$ cat config.mk
export PLATFORM = sky130hd
export DESIGN_NAME = proto_frame_tx
export DESIGN_NICKNAME = d
export VERILOG_FILES = /design/src/rtl/proto_frame_tx.sv
export SDC_FILE = /design/constraint.sdc
export NUM_CORES = 1
export LEC_CHECK = 0
export ABC_CLOCK_PERIOD_IN_PS = 3300
export CORE_MARGIN = 5
export CORE_UTILIZATION = 30
export CTS_BUF_LIST = sky130_fd_sc_hd__clkbuf_4 sky130_fd_sc_hd__clkbuf_8
export DETAILED_ROUTE_END_ITERATION = 7
export GPL_ROUTABILITY_DRIVEN = 0
export GPL_TIMING_DRIVEN = 1
export SETUP_SLACK_MARGIN = 0.5
export SYNTH_ARGS = -nofsm -noshare
export SYNTH_HDL_FRONTEND = slang
export SYNTH_SLANG_ARGS = --single-unit
$ cat constraint.sdc
create_clock -name clk -period 3.3 [get_ports clk]
set_input_delay 0.66 -clock clk [delete_from_list [all_inputs] [get_ports clk]]
set_output_delay 0.66 -clock clk [all_outputs]
set_load 0.05 [all_outputs]
$ cat src/rtl/proto_frame_tx.sv
// Transmit end of the 4-lane parallel protocol: one 16-bit frame goes out as four
// 4-bit data beats plus one parity beat, each beat BAUD_DIV clocks long.
module proto_frame_tx #(
    parameter int BAUD_DIV = 5,
    parameter int NBEATS   = 4
) (
    input  logic        clk,
    input  logic        rst,
    input  logic        start,
    input  logic        dir_in,
    input  logic [15:0] frame_data,
    output logic        busy,
    output logic        done,
    output logic        direction_pin,
    output logic        strobe_pin,
    output logic        chk_pin,
    output logic [3:0]  data_out
);

    localparam int CW = (BAUD_DIV > 1) ? $clog2(BAUD_DIV) : 1;
    localparam logic [CW-1:0] BAUD_LAST = CW'(BAUD_DIV - 1);
    localparam logic [1:0]    BEAT_LAST = 2'(NBEATS - 1);

    typedef enum logic [1:0] {
        IDLE  = 2'd0,
        DATA  = 2'd1,
        CHECK = 2'd2,
        FIN   = 2'd3
    } state_t;

    state_t            state, state_nxt;
    logic [CW-1:0]     baud_cnt, baud_nxt;
    logic [1:0]        beat_cnt, beat_nxt;
    logic [15:0]       frame_q, frame_nxt;
    logic [NBEATS-1:0] par_q, par_nxt;
    logic              dir_nxt;

    logic              busy_nxt;
    logic              done_nxt;
    logic              strobe_nxt;
    logic              chk_nxt;
    logic [3:0]        data_nxt;

    // Handshake: start is a request that is taken only when the block is idle;
    // busy (registered) stays high for the whole frame and there is no queueing.
    always_comb begin
        state_nxt = state;
        baud_nxt  = baud_cnt;
        beat_nxt  = beat_cnt;
        frame_nxt = frame_q;
        par_nxt   = par_q;
        dir_nxt   = direction_pin;
        case (state)
            IDLE: begin
                if (start) begin
                    state_nxt = DATA;
                    baud_nxt  = '0;
                    beat_nxt  = '0;
                    frame_nxt = frame_data;
                    dir_nxt   = dir_in;
                    for (int k = 0; k < NBEATS; k++) begin
                        par_nxt[k] = ^frame_data[4*k +: 4];
                    end
                end
            end
            DATA: begin
                if (baud_cnt == BAUD_LAST) begin
                    baud_nxt = '0;
                    if (beat_cnt == BEAT_LAST) begin
                        state_nxt = CHECK;
                        beat_nxt  = '0;
                    end else begin
                        beat_nxt = beat_cnt + 2'd1;
                    end
                end else begin
                    baud_nxt = baud_cnt + CW'(1);
                end
            end
            CHECK: begin
                if (baud_cnt == BAUD_LAST) begin
                    baud_nxt  = '0;
                    state_nxt = FIN;
                end else begin
                    baud_nxt = baud_cnt + CW'(1);
                end
            end
            FIN: begin
                state_nxt = IDLE;
            end
            default: begin
                state_nxt = IDLE;
            end
        endcase
    end

    // Outputs are decoded from the next-state values so they are registered
    // yet line up with the state they describe.
    always_comb begin
        busy_nxt   = 1'b0;
        done_nxt   = 1'b0;
        strobe_nxt = 1'b0;
        chk_nxt    = 1'b0;
        data_nxt   = 4'h0;
        case (state_nxt)
            DATA: begin
                busy_nxt   = 1'b1;
                data_nxt   = frame_nxt[{beat_nxt, 2'b00} +: 4];
                strobe_nxt = (baud_nxt == BAUD_LAST);
            end
            CHECK: begin
                busy_nxt   = 1'b1;
                chk_nxt    = 1'b1;
                data_nxt   = par_nxt;
                strobe_nxt = (baud_nxt == BAUD_LAST);
            end
            FIN: begin
                done_nxt = 1'b1;
            end
            default: begin
                data_nxt = 4'h0;
            end
        endcase
    end

    always_ff @(posedge clk or posedge rst) begin
        if (rst) begin
            state         <= IDLE;
            baud_cnt      <= '0;
            beat_cnt      <= '0;
            frame_q       <= '0;
            par_q         <= '0;
            busy          <= 1'b0;
            done          <= 1'b0;
            direction_pin <= 1'b0;
            strobe_pin    <= 1'b0;
            chk_pin       <= 1'b0;
            data_out      <= 4'h0;
        end else begin
            state         <= state_nxt;
            baud_cnt      <= baud_nxt;
            beat_cnt      <= beat_nxt;
            frame_q       <= frame_nxt;
            par_q         <= par_nxt;
            busy          <= busy_nxt;
            done          <= done_nxt;
            direction_pin <= dir_nxt;
            strobe_pin    <= strobe_nxt;
            chk_pin       <= chk_nxt;
            data_out      <= data_nxt;
        end
    end

endmodule

# After elaboration in Yosys (flattened, before gate mapping)
# Index checks and enable logic that the tools add are counted.
# word_totals
in_bits	20
mem_bits_ro	0
latchBits	0
mem_count	0
reg_bits	36
output_inout_bits	9
word_cells	52
mem_bits_rw	0
# op_classes
bitwise	0
div	0
multipliers	0
shifts	1
addsub	2
order_cmp	0
n_mux	21
eq_ne	9
reduce_logical	8
# op_table
op	n
$mux 16	2
$reduce_xor 4->1	4
$shiftx 16x5->4	1
$mux 2	7
$eq 2x2->1 const B	5
$mux 4	2
$pmux 2 s4	1
$pmux 4 s2	1
$eq 3x3->1 const B	2
$mux 3	2
$pmux 3 s2	1
$eq 2x1->1 const B	2
$mux 1	4
$pmux 2 s2	1
$reduce_or 2->1	2
$add 3x1->3 const B	1
$add 2x1->2 const B	1
$logic_not 2->1	1
$reduce_and 2->1	1

# Longest topological paths before layout
# Gate-level depths: netlist of run 1.
# depth
ltp_word	7
depth_mapped	12
ltp_nobuf	12

# Least setup slack after synthesis of run 1
# Ideal clock, no wire load.
# synth_timing
path_type	register to register
from	reg baud_cnt[0]
to	reg data_out[0]
arrival_ns	1.961
path_slack_ns	1.212
n_path_buf	0
required_time_ns	3.173
period_less_slack_ns	2.088
setup_ns	0.127
stages_incl_launch_ff	12
path_cell_list	dfrtp_1 > inv_1 > ha_1 > and2_1 > nand2_1 > a21oi_1 > nor2_1 > o22a_1 > ha_1 > and2_1 > a32oi_1 > a21oi_1
# synth_via
elab_chain_len	5
elab_cells_between_ends	10
classes_between	3 x eq/ne; 1 x shift; 6 x mux
# synth_rtl
element	line	source
start, declared	32	logic [CW-1:0] baud_cnt, baud_nxt;
start signal, assigned	140	baud_cnt <= baud_nxt;
$eq 3x3->1 (*)	67, 80	
$mux 2, on equally long branches	80, 67	
$pmux 2 s4 (*)	53	case (state)
net state_nxt[0]	31	state_t state, state_nxt;
$eq 2x2->1 or $eq 2x1->1 (tied branches)	104	case (state_nxt)
$pmux 4 s2 (*)	104	
net data_nxt[0]	42	logic [3:0] data_nxt;
end signal, assigned	149	data_out <= data_nxt;
end, declared	17	output logic [3:0] data_out
# The timed path passes the listed nets; every way through them passes the cells marked *.
# A chain may end at the register's enable or synchronous reset.

# Worst setup path after layout of run 1
# layout_timing
from	reg baud_cnt[0]
to	reg data_out[3]
# Same word-level chain as after synthesis.

==> results.cfg, run 1 <==
[cts]
path_clk_slew_ps = 70
cts_buffers = 5
clock_path_buffers = 2
postCtsSetupRepairBufs = 0
holdBufCountCts = 0
cts_root_buffer = clkbuf_8
cts_tree = yes
cts_resized = 0
clock_latency_ps = 280
cts.sinks = 36
htreeDepth = 2

[sta]
tns_ps = 0
fmax_mhz = 420.8
drv_slew = 0
hold_ws_ps = 492.7
hold_violations = 0
finalSetupViolCount = 0
finClkSkew_ps = 2.616
period_needed_ps = 2376
fin_crit_sh_pct = 72.01
grt_setup_unrepaired = false
tightest_slew_ps = 500.5
slew_headroom_pct = 66.53

[detailed_routing]
drtIter0Drc = 50
drcViolationCount = 0
wl_per_cell_um = 14.00
drt_wl_total_um = 3710
dr.pass1.iters = 4
vias = 1197
postRouteAntennaNets = 0
routed_via_density = 4.517

[setup_path]
critPathSlowestCell = dfrtp_1
cp_cell_sequence = inv_1 > ha_1 > and2_1 > nand2_1 > a21oi_1 > nor2_1 > o22a_1 > ha_1 > inv_1 > nor2_1 > o211ai_1 > a31oi_2
critical_path_buf_inv_count = 2
path_class = reg -> reg
arrival_ps = 2580
max_stage_delay_ps = 350
crit_required_ps = 3500
critPathTopFamily = simple AND/OR/NAND/NOR gates
endpoint_kind = flip-flop
critPathMaxFanout = 5
start_kind = flip-flop

[finish]
n_antenna_cell = 0
finalNonFillerCells = 265
seq_area_um2 = 900.9
fillCellCount = 589
drive_gt1_share_pct = 17.89
multi_input_area_um2 = 913.4
design_area_um2 = 2327
nets = 220
areaGrowthSynthToFinish_pct = 23.34

[synthesis]
synth_cells = 157
syn-cell-area_um2 = 1887
netlist.area_leader.share_pct = 47.75
synthTopCellsByArea = dfrtp_1, mux2_2, ha_1
synth.distinct_cells = 34
ys_top_cells_by_count = dfrtp_1, mux2_2, xnor2_1, ha_1, inv_1
synth_most_common_cell = dfrtp_1
syn_area_per_cell_um2 = 12.02
ys_async_sr_fraction_pct = 100.0
synth_top_area_cell = dfrtp_1
synth_flop_cell = dfrtp_1
syn_nets = 188
synth_edf_count = 0
ys_seq_area_share_pct = 47.75
ys_warn_count = 0
ys_ff_latch = 36

[grt]
grt.overflow.total = 0
grt_pass1_vias = 1306
grt_max_degree = 37
grt_pass1_wl_um = 6203
antenna_found_initial = 0
grt_usage_pct = 10.31

[pwr]
peakVddDrop_mv = 0.4096
switching_share_pct = 38.15
powerDensity_nw_per_um2 = 873.0
p_leak_nw = 0.9786
intPower_w = 0.001257
p_switching_w = 0.0007751
power_frac_clock_pct = 16.1
seqPwrFrac_pct = 34.9
pwr-share-comb_pct = 49.1

[floorplanning]
ios = 29
dieHeight_um = 89.31
rows = 28
initial_core_util_pct = 31.31
dieArea_um2 = 7975
fp.dieW_um = 89.31
core_um2 = 6026

[outcome]
status = finished clean

[place]
post-dp-hpwl_um = 2829
place_inst = 257
placed_area_um2 = 2230
io_buffers = 28

[flow_run]
drv_cap = 0

[min_path]
min_path_type = reg -> reg
## power by group through the flow
stage               registers (W)  logic [W]  clock network, W
global route             0.000730    0.00110          0.000364
floorplan                0.000793   0.000693                 0
CTS                      0.000708    0.00101          0.000346
detailed placement       0.000713    0.00101                 0
global placement         0.000710   0.000996                 0
finish                   0.000708   0.000997          0.000327
## placed cells by master (no fill, tap or decap), types with 4 or more instances in the layout
cell             count
a21o_1               7
inv_1                9
o211ai_1             4
xnor2_1             12
clkdlybuf4s50_1     28
mux2_2              19
a21oi_1              6
clkbuf_8             6
nand2_1              7
dfrtp_1             36
o21ai_0              7
ha_1                11
## state kept, by name (all words and copies together), names as in the netlist
| name | flops |
|---|---|
| data_out | 4 |
| par_q | 4 |
| busy | 1 |
| done | 1 |
| strobe_pin | 1 |
| frame_q | 16 |
| state | 2 |
| direction_pin | 1 |
| beat_cnt | 2 |
| baud_cnt | 3 |
| chk_pin | 1 |
## routing by layer
layer | GRT usage (%) | routed length, um | vias to the layer above
li1 | - | - | 617
met1 | 13.74 | 1806 | 548
met2 | 15.61 | 1633 | 25
met3 | 3.502 | 228 | 7
met4 | 3.654 | 42 | 0
met5 | 0 | 0 | -
## worst paths after layout
check                               to  slack, ps  cells after the start        start
max reg2reg                data_out[3]        920                     12  baud_cnt[0]
max                        data_out[3]        920                     12  baud_cnt[0]
max in group asynchronous         done       2210                      3          rst
min in group asynchronous   frame_q[1]        780                      3          rst
min                         frame_q[8]        490                      1   frame_q[8]
min reg2reg                 frame_q[8]        490                      1   frame_q[8]
## kinds of logic after synthesis
logic type / count (synthesis) / synth area share [%]
XOR/XNOR: 12 / 5.570
flip-flops: 36 / 47.75
AND/OR/NAND/NOR: 29 / 9.218
AO/OA/AOI/OAI: 36 / 14.19
buffers and inverters: 13 / 3.846
adder cells (fa/ha/maj): 11 / 7.294
multiplexers: 20 / 12.14
## per-stage QoR
step                      power, W  util [%]  setup slack, ps
final                     0.002032     38.62            923.6
after global placement    0.001706     37.00            744.4
after detailed placement  0.001719     37.00            702.9
after floorplan           0.001486         -             1212
after global routing      0.002191     38.62            697.7
after CTS                 0.002065     38.62            912.7
## area by class of cell
type,instances,area share (%)
Tap cell,75,4.032
Multi-Input combinational cell,108,39.25
Timing Repair Buffer,29,12.37
Inverter,9,1.452
Clock buffer,8,4.194
Sequential cell,36,38.71
(Power assumes the default switching activity.)
==> run 2, diff against run 1 <==
--- a/config.mk
+++ b/config.mk
@@ -5,7 +5,7 @@
 export SDC_FILE = /design/constraint.sdc
 export NUM_CORES = 1
 export LEC_CHECK = 0
-export ABC_CLOCK_PERIOD_IN_PS = 3300
+export ABC_CLOCK_PERIOD_IN_PS = 2400
 export CORE_MARGIN = 5
 export CORE_UTILIZATION = 30
 export CTS_BUF_LIST = sky130_fd_sc_hd__clkbuf_4 sky130_fd_sc_hd__clkbuf_8
==> constraint.sdc (replaced) <==
create_clock -name clk -period 2.4 [get_ports clk]
set_input_delay 0.48 -clock clk [delete_from_list [all_inputs] [get_ports clk]]
set_output_delay 0.48 -clock clk [all_outputs]
set_load 0.05 [all_outputs]
==> results.cfg, run 2 (same netlist as run 1, synthesis figures left out) <==
[outcome]
status = finished clean

[cts]
path_clk_slew_ps = 70
cts_buffers = 5
cts.sinks = 36
htreeDepth = 2
clock_path_buffers = 2
cts_root_buffer = clkbuf_8
cts_tree = yes
clock_latency_ps = 290

[setup_path]
max_stage_delay_ps = 390
critPathSlowestCell = dfrtp_1
crit_required_ps = 2580
endpoint_kind = flip-flop
start_kind = flip-flop
cp_cell_sequence = inv_2 > ha_4 > and2_4 > nand2_4 > a21oi_2 > nor2_2 > o22a_1 > ha_4 > and2_4 > a32oi_2 > a21oi_2
arrival_ps = 2160
path_class = reg -> reg
critPathMaxFanout = 4

[place]
post-dp-hpwl_um = 2821
io_buffers = 28
placed_area_um2 = 2295
place_inst = 260
place_ws_ps = 152.7

[detailed_routing]
vias = 1331
dr.pass1.iters = 4
postRouteAntennaNets = 0
drt_wl_total_um = 4059
wl_per_cell_um = 14.44
drtIter0Drc = 29
routed_via_density = 4.737
drcViolationCount = 0

[finish]
n_antenna_cell = 0
largest_register_ffs = 16
design_area_um2 = 2619
fillCellCount = 567
nets = 236
final_common_cell = dfrtp_1
areaGrowthSynthToFinish_pct = 38.79
largestRegisters = frame_q x16, data_out x4, par_q x4
finalNonFillerCells = 281
most-common-layout-cells = dfrtp_1, clkdlybuf4s50_1, mux2_2
seq_area_um2 = 903.4
drive_gt1_share_pct = 39.32
multi_input_area_um2 = 1061
fin_util_pct = 43.46
regMostFlops = frame_q

[pwr]
pwr-share-comb_pct = 53.3
peakVddDrop_mv = 0.5299
seqPwrFrac_pct = 29.3
p_leak_nw = 1.147
p_switching_w = 0.001245
switching_share_pct = 37.46
powerDensity_nw_per_um2 = 1269
intPower_w = 0.002079
power_frac_clock_pct = 17.4

[sta]
fin_crit_sh_pct = 82.88
finClkSkew_ps = 4.904
hold_violations = 0
slew_headroom_pct = 66.53
finalSetupViolCount = 0
fin_ws_ps = 410.8
drv_slew = 0
tightest_slew_ps = 501.2
period_needed_ps = 1989
grt_setup_unrepaired = true
fmax_mhz = 502.7
tns_ps = 0

[flow_run]
drv_cap = 0

[grt]
grt_pass1_wl_um = 6644
antenna_found_initial = 0
grt_usage_pct = 11.12
grt.overflow.total = 0
grt_max_degree = 37
grt_pass1_vias = 1391

[floorplanning]
dieHeight_um = 89.31
initial_core_util_pct = 31.31
fp.dieW_um = 89.31
rows = 28
dieArea_um2 = 7975
core_um2 = 6026
ios = 29

[min_path]
min_path_type = reg -> reg
==> run 2: cell types whose count changed in the layout (fill, tap and decap cells not counted), sizes merged <==
cell / change
dlymetal6s2s: +1
bufinv: +1
clkdlybuf4s50: -9
buf: +16
dlygate4sd2: +8
clkbuf: -1
==> run 2: critical path, delay by kind of cell (launching register included) <==
family | cells | cell delay (ps)
flops | 1 | 390
fa+ha+maj | 2 | 330
buf+inv | 1 | 90
simple gates | 4 | 410
compound gates | 4 | 650
==> run 2: layout make-up <==
class	count	area share, %
well taps	75	3.583
repair buffers	45	15.29
clock buffers	7	3.679
flip-flops and latches	36	34.50
clock inverters	1	1.147
multi-input cells	108	40.52
inverters	9	1.290
==> run 2: worst paths after layout <==
check,from,endpoint,slack [ps],depth (start not counted)
worst min register to register,frame_q[10],frame_q[10],490,1
max in group asynchronous,rst,state[0],1460,3
worst min-delay path,frame_q[10],frame_q[10],490,1
min in group asynchronous,rst,frame_q[5],590,3
worst max-delay path,baud_cnt[0],data_out[1],410,11
worst max register to register,baud_cnt[0],data_out[1],410,11
==> run 2: per-layer routing <==
metal,routed length [um],GRT usage [%],share of wire [%]
met5,0,0,0
met1,1904,14.55,47
met4,92,5.277,2.3
met2,1855,16.74,46
met3,207,3.410,5.1
==> run 2: through the flow <==
stage	hold slack (ps)	power, W
global route	503.7	0.003552
finish	493.3	0.003323
CTS	493.9	0.003275
global placement	473.0	0.002450
floorplan	457.8	0.002110
detailed placement	478.2	0.002466
==> run 2: what timing repair did <==
action,4_1_cts,5_1_grt
hold buffers,0,0
gates resized for setup,26,8
setup endpoints to repair,13,7
pin swaps,11,8
setup buffers,12,1
==> run 2: power groups by stage <==
| stage | sequential (W) | clock, W | combinational, W |
|---|---|---|---|
| finish | 0.000973 | 0.000579 | 0.00177 |
| global route | 0.00100 | 0.000622 | 0.00193 |
| CTS | 0.000977 | 0.000596 | 0.00170 |
| detailed placement | 0.000983 | 0 | 0.00148 |
| global placement | 0.000977 | 0 | 0.00147 |
| floorplan | 0.00110 | 0 | 0.00101 |
==> patch 1: new RTL, settings of run 1 <==
Re-encode `state_t` (4 states) as one-hot, 4 bits wide.
--- a/src/rtl/proto_frame_tx.sv
+++ b/src/rtl/proto_frame_tx.sv
@@ -22,9 +22,9 @@
     localparam logic [1:0]    BEAT_LAST = 2'(NBEATS - 1);
 
-    typedef enum logic [1:0] {
-        IDLE  = 2'd0,
-        DATA  = 2'd1,
-        CHECK = 2'd2,
-        FIN   = 2'd3
+    typedef enum logic [3:0] {
+        IDLE  = 4'b0001,
+        DATA  = 4'b0010,
+        CHECK = 4'b0100,
+        FIN   = 4'b1000
     } state_t;
 
Check against the original RTL: no difference found for any inputs over 10 cycles, from zero or initial values and one cycle with rst high; not proved beyond that.
==> patch 1 against run 1 <==
- largest cell class is now flip-flops and latches
- final area grew 2.7%
- register-to-register slack gained 96 ps
- sequential cell count grew 2
- critical path depth shrank 6
- routed wire length grew 17%
- area after synthesis grew 4.6%
- sequential power grew 7.2%
- power shrank 12%
- clock power grew 4%
- worst setup slack lost 78 ps
==> patch 1: results (changes against run 1) <==
Routing
The routed length per instance is 14.03 um (+0.21%). The iteration-0 DRC count of the detailed router came to 97 (+94%). The first-pass iteration count of the detailed router was 5 (+1). The via-per-instance ratio is 4.799 (+6.3%).

GRT
The global routing met2 resource utilization came to 15.26% (-0.34 points). The met3 track utilization from global routing is 2.727% (-0.78 points). The met1 usage in global routing is 15.65% (+1.9 points). The via count of the first global-routing pass was 1455 (+11%). The pin count of the biggest net entering global routing was 39 (+5.4%). The first-pass GRT wire length is 7286 um (+17%). The total global routing track utilization is 10.85% (+0.54 points).

Timing
The worst slew margin relative to its limit was 57.96% (-8.6 points). The worst clock skew on the final layout came to 3.566 ps (+0.9495 ps).

Yosys
After synthesis, the cell types taking the most area are sky130_fd_sc_hd__dfrtp_1 47%, sky130_fd_sc_hd__nand2_1 11%, sky130_fd_sc_hd__xnor2_1 6.2%. By count the netlist is led by 59 x sky130_fd_sc_hd__nand2_1, 37 x sky130_fd_sc_hd__dfrtp_1, 15 x sky130_fd_sc_hd__a21oi_1, 15 x sky130_fd_sc_hd__nor4_1, 14 x sky130_fd_sc_hd__xnor2_1. The sequential fraction of the synthesis area is 48.23% (+0.48 points). The number of nets in the synthesized netlist is 227 (+21%). The post-synthesis cell type count is 42 (+24%). The mean area per synthesized cell is 9.678 um^2 (-19%).

Status
The flow ran to the end, and the final reports show no timing, DRC or antenna violations.

Power and ir drop
The peak ir drop on the vdd network is 0.3404 mV (-17%). The static power due to leakage was 1.070 nW (+9.3%). The fraction of power spent switching nets came to 38.72% (+0.57 points).

Worst hold path
The min-delay analysis places its worst path in the category flop to flop.

Finish
The fraction of layout instances using a drive strength above 1 is 8.190% (-9.7 points). The final-stage net count came to 254 (+15%). The final-layout fill cell count was 649 (+10%).

Clocking
The count of buffers added by post-CTS timing repair for setup is 0 (unchanged).

Placement
The estimated wirelength of the detail-placed design is 3060 um (+8.2%). The post-placement cell area came to 2295 um^2 (+2.9%). The worst-case setup slack after placement is 532.2 ps (-170.6 ps).
[patch 1: changes by cell type in the layout (fill, tap and decap cells not counted), moves of 6 or more]
cell and delta:
sky130_fd_sc_hd__a21o_1 -6, sky130_fd_sc_hd__nor4_1 +15, sky130_fd_sc_hd__nand2_1 +52, sky130_fd_sc_hd__mux2_2 -18, sky130_fd_sc_hd__a21oi_1 +9, sky130_fd_sc_hd__ha_1 -8
[patch 1: kinds of logic after synthesis]
group                      after synthesis  synth area share (%)
and+or+nand+nor                         93                 24.59
DFF                                     38                 48.23
AOI/OAI and AO/OA                       37                 13.06
buffers and inverters                   17                 4.943
xor gates and xnor gates                14                 6.211
adders and majority gates                3                 1.901
muxes                                    2                 1.077
[patch 1: layout make-up]
cell class | count | area [um^2] | area share, %
sequential | 38 | 952.2 | 39.84
multi-input combinational | 149 | 924.6 | 38.69
timing repair buffer | 30 | 295.3 | 12.36
tap | 77 | 96.34 | 4.031
clock buffer | 7 | 90.09 | 3.770
inverter | 7 | 26.28 | 1.099
clock inverter | 1 | 5.005 | 0.2094
[patch 1: per-layer routing]
metal  vias up  wire (um)  share of wire [%]
met5         -          0                  0
met4         0         86                2.0
met3         7        220                5.1
met2        34       1824                 42
met1       686       2204                 51
li1        756          -                  -
[patch 1: stage by stage]
step                      power (mW)  cells
after floorplan                1.268    204
after global placement         1.448    301
after detailed placement       1.457    301
after CTS                      1.802    309
after global routing           1.914    309
final                          1.786    309
[patch 1: power by group through the flow]
stage,clock network (mW),logic (mW),registers [mW]
final,0.341,0.685,0.759
after global routing,0.369,0.762,0.784
after CTS,0.351,0.691,0.760
after detailed placement,0,0.691,0.766
after global placement,0,0.684,0.764
after floorplan,0,0.436,0.831
[patch 1: final timing paths]
path,start,to,slack (ps),cells past startpoint
max,start,data_out[2],850,6
min,frame_q[8],frame_q[8],480,2
max reg2reg,state[0],data_out[2],1020,5
min reg2reg,frame_q[8],frame_q[8],480,2
max in group asynchronous,rst,state[0],2170,3
min in group asynchronous,rst,baud_cnt[2],780,3
[patch 1: critical path, stage by stage]
cell and delay, ps:
sky130_fd_sc_hd__clkdlybuf4s50_1 500, sky130_fd_sc_hd__nand4bb_4 170, sky130_fd_sc_hd__or2_2 530, sky130_fd_sc_hd__a31oi_2 370, sky130_fd_sc_hd__nor4_1 90, sky130_fd_sc_hd__a211o_1 290
==> patch 2: new RTL, config.mk and constraints of run 1 <==
Made on the original files. The parameter `BAUD_DIV` goes from 5 to 10.
--- a/src/rtl/proto_frame_tx.sv
+++ b/src/rtl/proto_frame_tx.sv
@@ -2,5 +2,5 @@
 // 4-bit data beats plus one parity beat, each beat BAUD_DIV clocks long.
 module proto_frame_tx #(
-    parameter int BAUD_DIV = 5,
+    parameter int BAUD_DIV = 10,
     parameter int NBEATS   = 4
 ) (
Behaviour: not the same (Yosys sat finds a counterexample within 10 cycles, from zero or initial values and one cycle with rst high).
==> patch 2 against run 1 <==
- worst setup slack got worse by 120 ps
- routed wire length rose by 4.2%
- sequential share of layout area rose by 0.30 points
- count of clock-buffer cells in the layout fell by 3
- power fell by 4.9%
- area after synthesis rose by 1.9%
- critical path depth rose by 1
- cell count rose by 4.5%
- sequential cell count rose by 1
- final area rose by 2.0%
- synthesized cell count rose by 5.7%
- core utilization fell by 0.81 points
- clock skew rose by 2.2 ps
- critical path type unchanged
- largest power group unchanged
==> patch 2: results (changes against run 1) <==
Placement
The cell total after placement was 269 (+4.7%). The quantity of I/O buffers inserted on ports came to 28 (unchanged). The post-placement cell area came to 2282 um^2 (+2.4%). The estimated wirelength of the detail-placed design is 2912 um (+2.9%).

Worst setup path
The critical path in this run is classified as flop to flop. The worst register-to-register path ends at data_out[0]. The longest individual stage delay on the worst path is 400 ps (+50 ps).

The slowest stage of the critical path is the sky130_fd_sc_hd__dfrtp_1 cell. The worst register-to-register path begins at baud_cnt[1]. The largest fanout on the critical path is 8 (+3). The worst-case reg-to-reg path depth is 13 (+1). The data arrival time of the critical path is 2700 ps (+120 ps). The worst reg-to-reg setup slack is 810 ps (-120 ps).

Status
The run finished with clean final reports.

GRT
The pin count of the biggest net entering global routing was 38 (+2.7%). The number of antenna violations at the first check in global routing is 0 (unchanged). The via count of the first global-routing pass is 1396 (+6.9%). The total global routing track utilization is 9.769% (-0.54 points).

The first-pass GRT wire length is 6561 um (+5.8%).

Yosys
The async set-or-reset flop fraction in the synthesized netlist is 100.0% (unchanged). The number of nets in the synthesized netlist came to 197 (+4.8%). Ranked by total cell area, the synthesized netlist is headed by sky130_fd_sc_hd__dfrtp_1 48%, sky130_fd_sc_hd__mux2_2 9.4%, sky130_fd_sc_hd__ha_1 7.2%. By count the netlist is led by 37 x sky130_fd_sc_hd__dfrtp_1, 16 x sky130_fd_sc_hd__mux2_2, 15 x sky130_fd_sc_hd__nand2_1. The sequential fraction of the synthesis area is 48.18% (+0.43 points). The synthesized netlist cell count was 166 (+5.7%).

The post-synthesis cell type count came to 41 (+21%).

Routing
The number of vias after detailed routing is 1302 (+8.8%). The iteration-0 DRC count of the detailed router is 64 (+28%). The overall routed net length is 3867 um (+4.2%).

The via-per-instance ratio was 4.700 (+4.1%).

Finish
The fraction of layout instances using a drive strength above 1 is 15.50% (-2.4 points). The final-stage net count is 230 (+4.5%). The number of flip-flops in the largest register was 16 (unchanged).

More flip-flops sit in one register than any other, and that register is frame_q.

Timing
The measured slew at the worst slew-check pin is 513.2 ps (+12.69 ps). The worst clock skew on the final layout was 4.812 ps (+2.196 ps). The final hold violation count is 0 (unchanged).

Clocking
The largest buffer count on any clock path is 2 (unchanged). The later pin in the worst-skew pair is clocked with a latency of 290 ps. The total number of H-tree levels is 2 (unchanged). Clock-pin slew was measured on the worst setup and hold paths at 80 ps. The count of buffers added by post-CTS timing repair for setup is 0 (unchanged).

Power and ir drop
The static power due to leakage came to 1.034 nW (+5.7%). The peak ir drop on the vdd network is 0.2410 mV (-41%).

Worst hold path
The startpoint identified for the worst hold timing path is frame_q[3]. The worst hold path terminates at frame_q[3]. The path class of the tightest hold or removal check is flop to flop.
-- patch 2: cell count changes after synthesis, sizes merged, moves of 3 or more --
cell / run 1 / this run
or3: 3 / 0
mux2i: 0 / 5
a21o: 7 / 2
and3: 0 / 3
a32oi: 3 / 0
o21bai: 0 / 3
nand2: 9 / 15
inv: 9 / 6
-- patch 2: report_power, final --
group,switching [mW],total (mW),internal [mW]
clock network,0.164,0.310,0.146
logic,0.499,0.906,0.406
registers,0.0782,0.718,0.640
-- patch 2: area by class of cell --
| class | count | area [um^2] |
|---|---|---|
| fill | 609 | 3904 |
| multi-input combinational | 118 | 939.7 |
| sequential | 37 | 925.9 |
| timing repair buffer | 31 | 302.8 |
| tap | 77 | 96.34 |
| clock buffer | 5 | 68.82 |
| inverter | 6 | 22.52 |
| clock inverter | 3 | 17.52 |
-- patch 2: kinds of logic (layout without fill, tap and decap cells) --
group | after synthesis | count (layout) | share of synthesized area (%)
multiplexers | 23 | 23 | 13.35
buffers and inverters | 11 | 45 | 3.190
AND/OR/NAND/NOR | 36 | 36 | 9.766
AO/OA/AOI/OAI | 36 | 36 | 12.89
flip-flops | 37 | 37 | 48.18
adder cells (fa/ha/maj) | 11 | 11 | 7.161
XOR/XNOR | 12 | 12 | 5.469
-- patch 2: stage by stage --
step	hold WS [ps]	worst slack, ps
after global placement	476.3	624.7
final	491.8	806.1
after detailed placement	469.7	567.8
after global routing	499.8	559.9
after CTS	495.2	674.1
after floorplan	449.2	1075
-- patch 2: routing by layer --
metal | track usage [%] | vias up | wire, um
li1 | - | 651 | -
met1 | 12.97 | 618 | 1894
met2 | 14.88 | 26 | 1721
met3 | 2.838 | 7 | 155
met4 | 3.970 | 0 | 97
met5 | 0 | - | 0
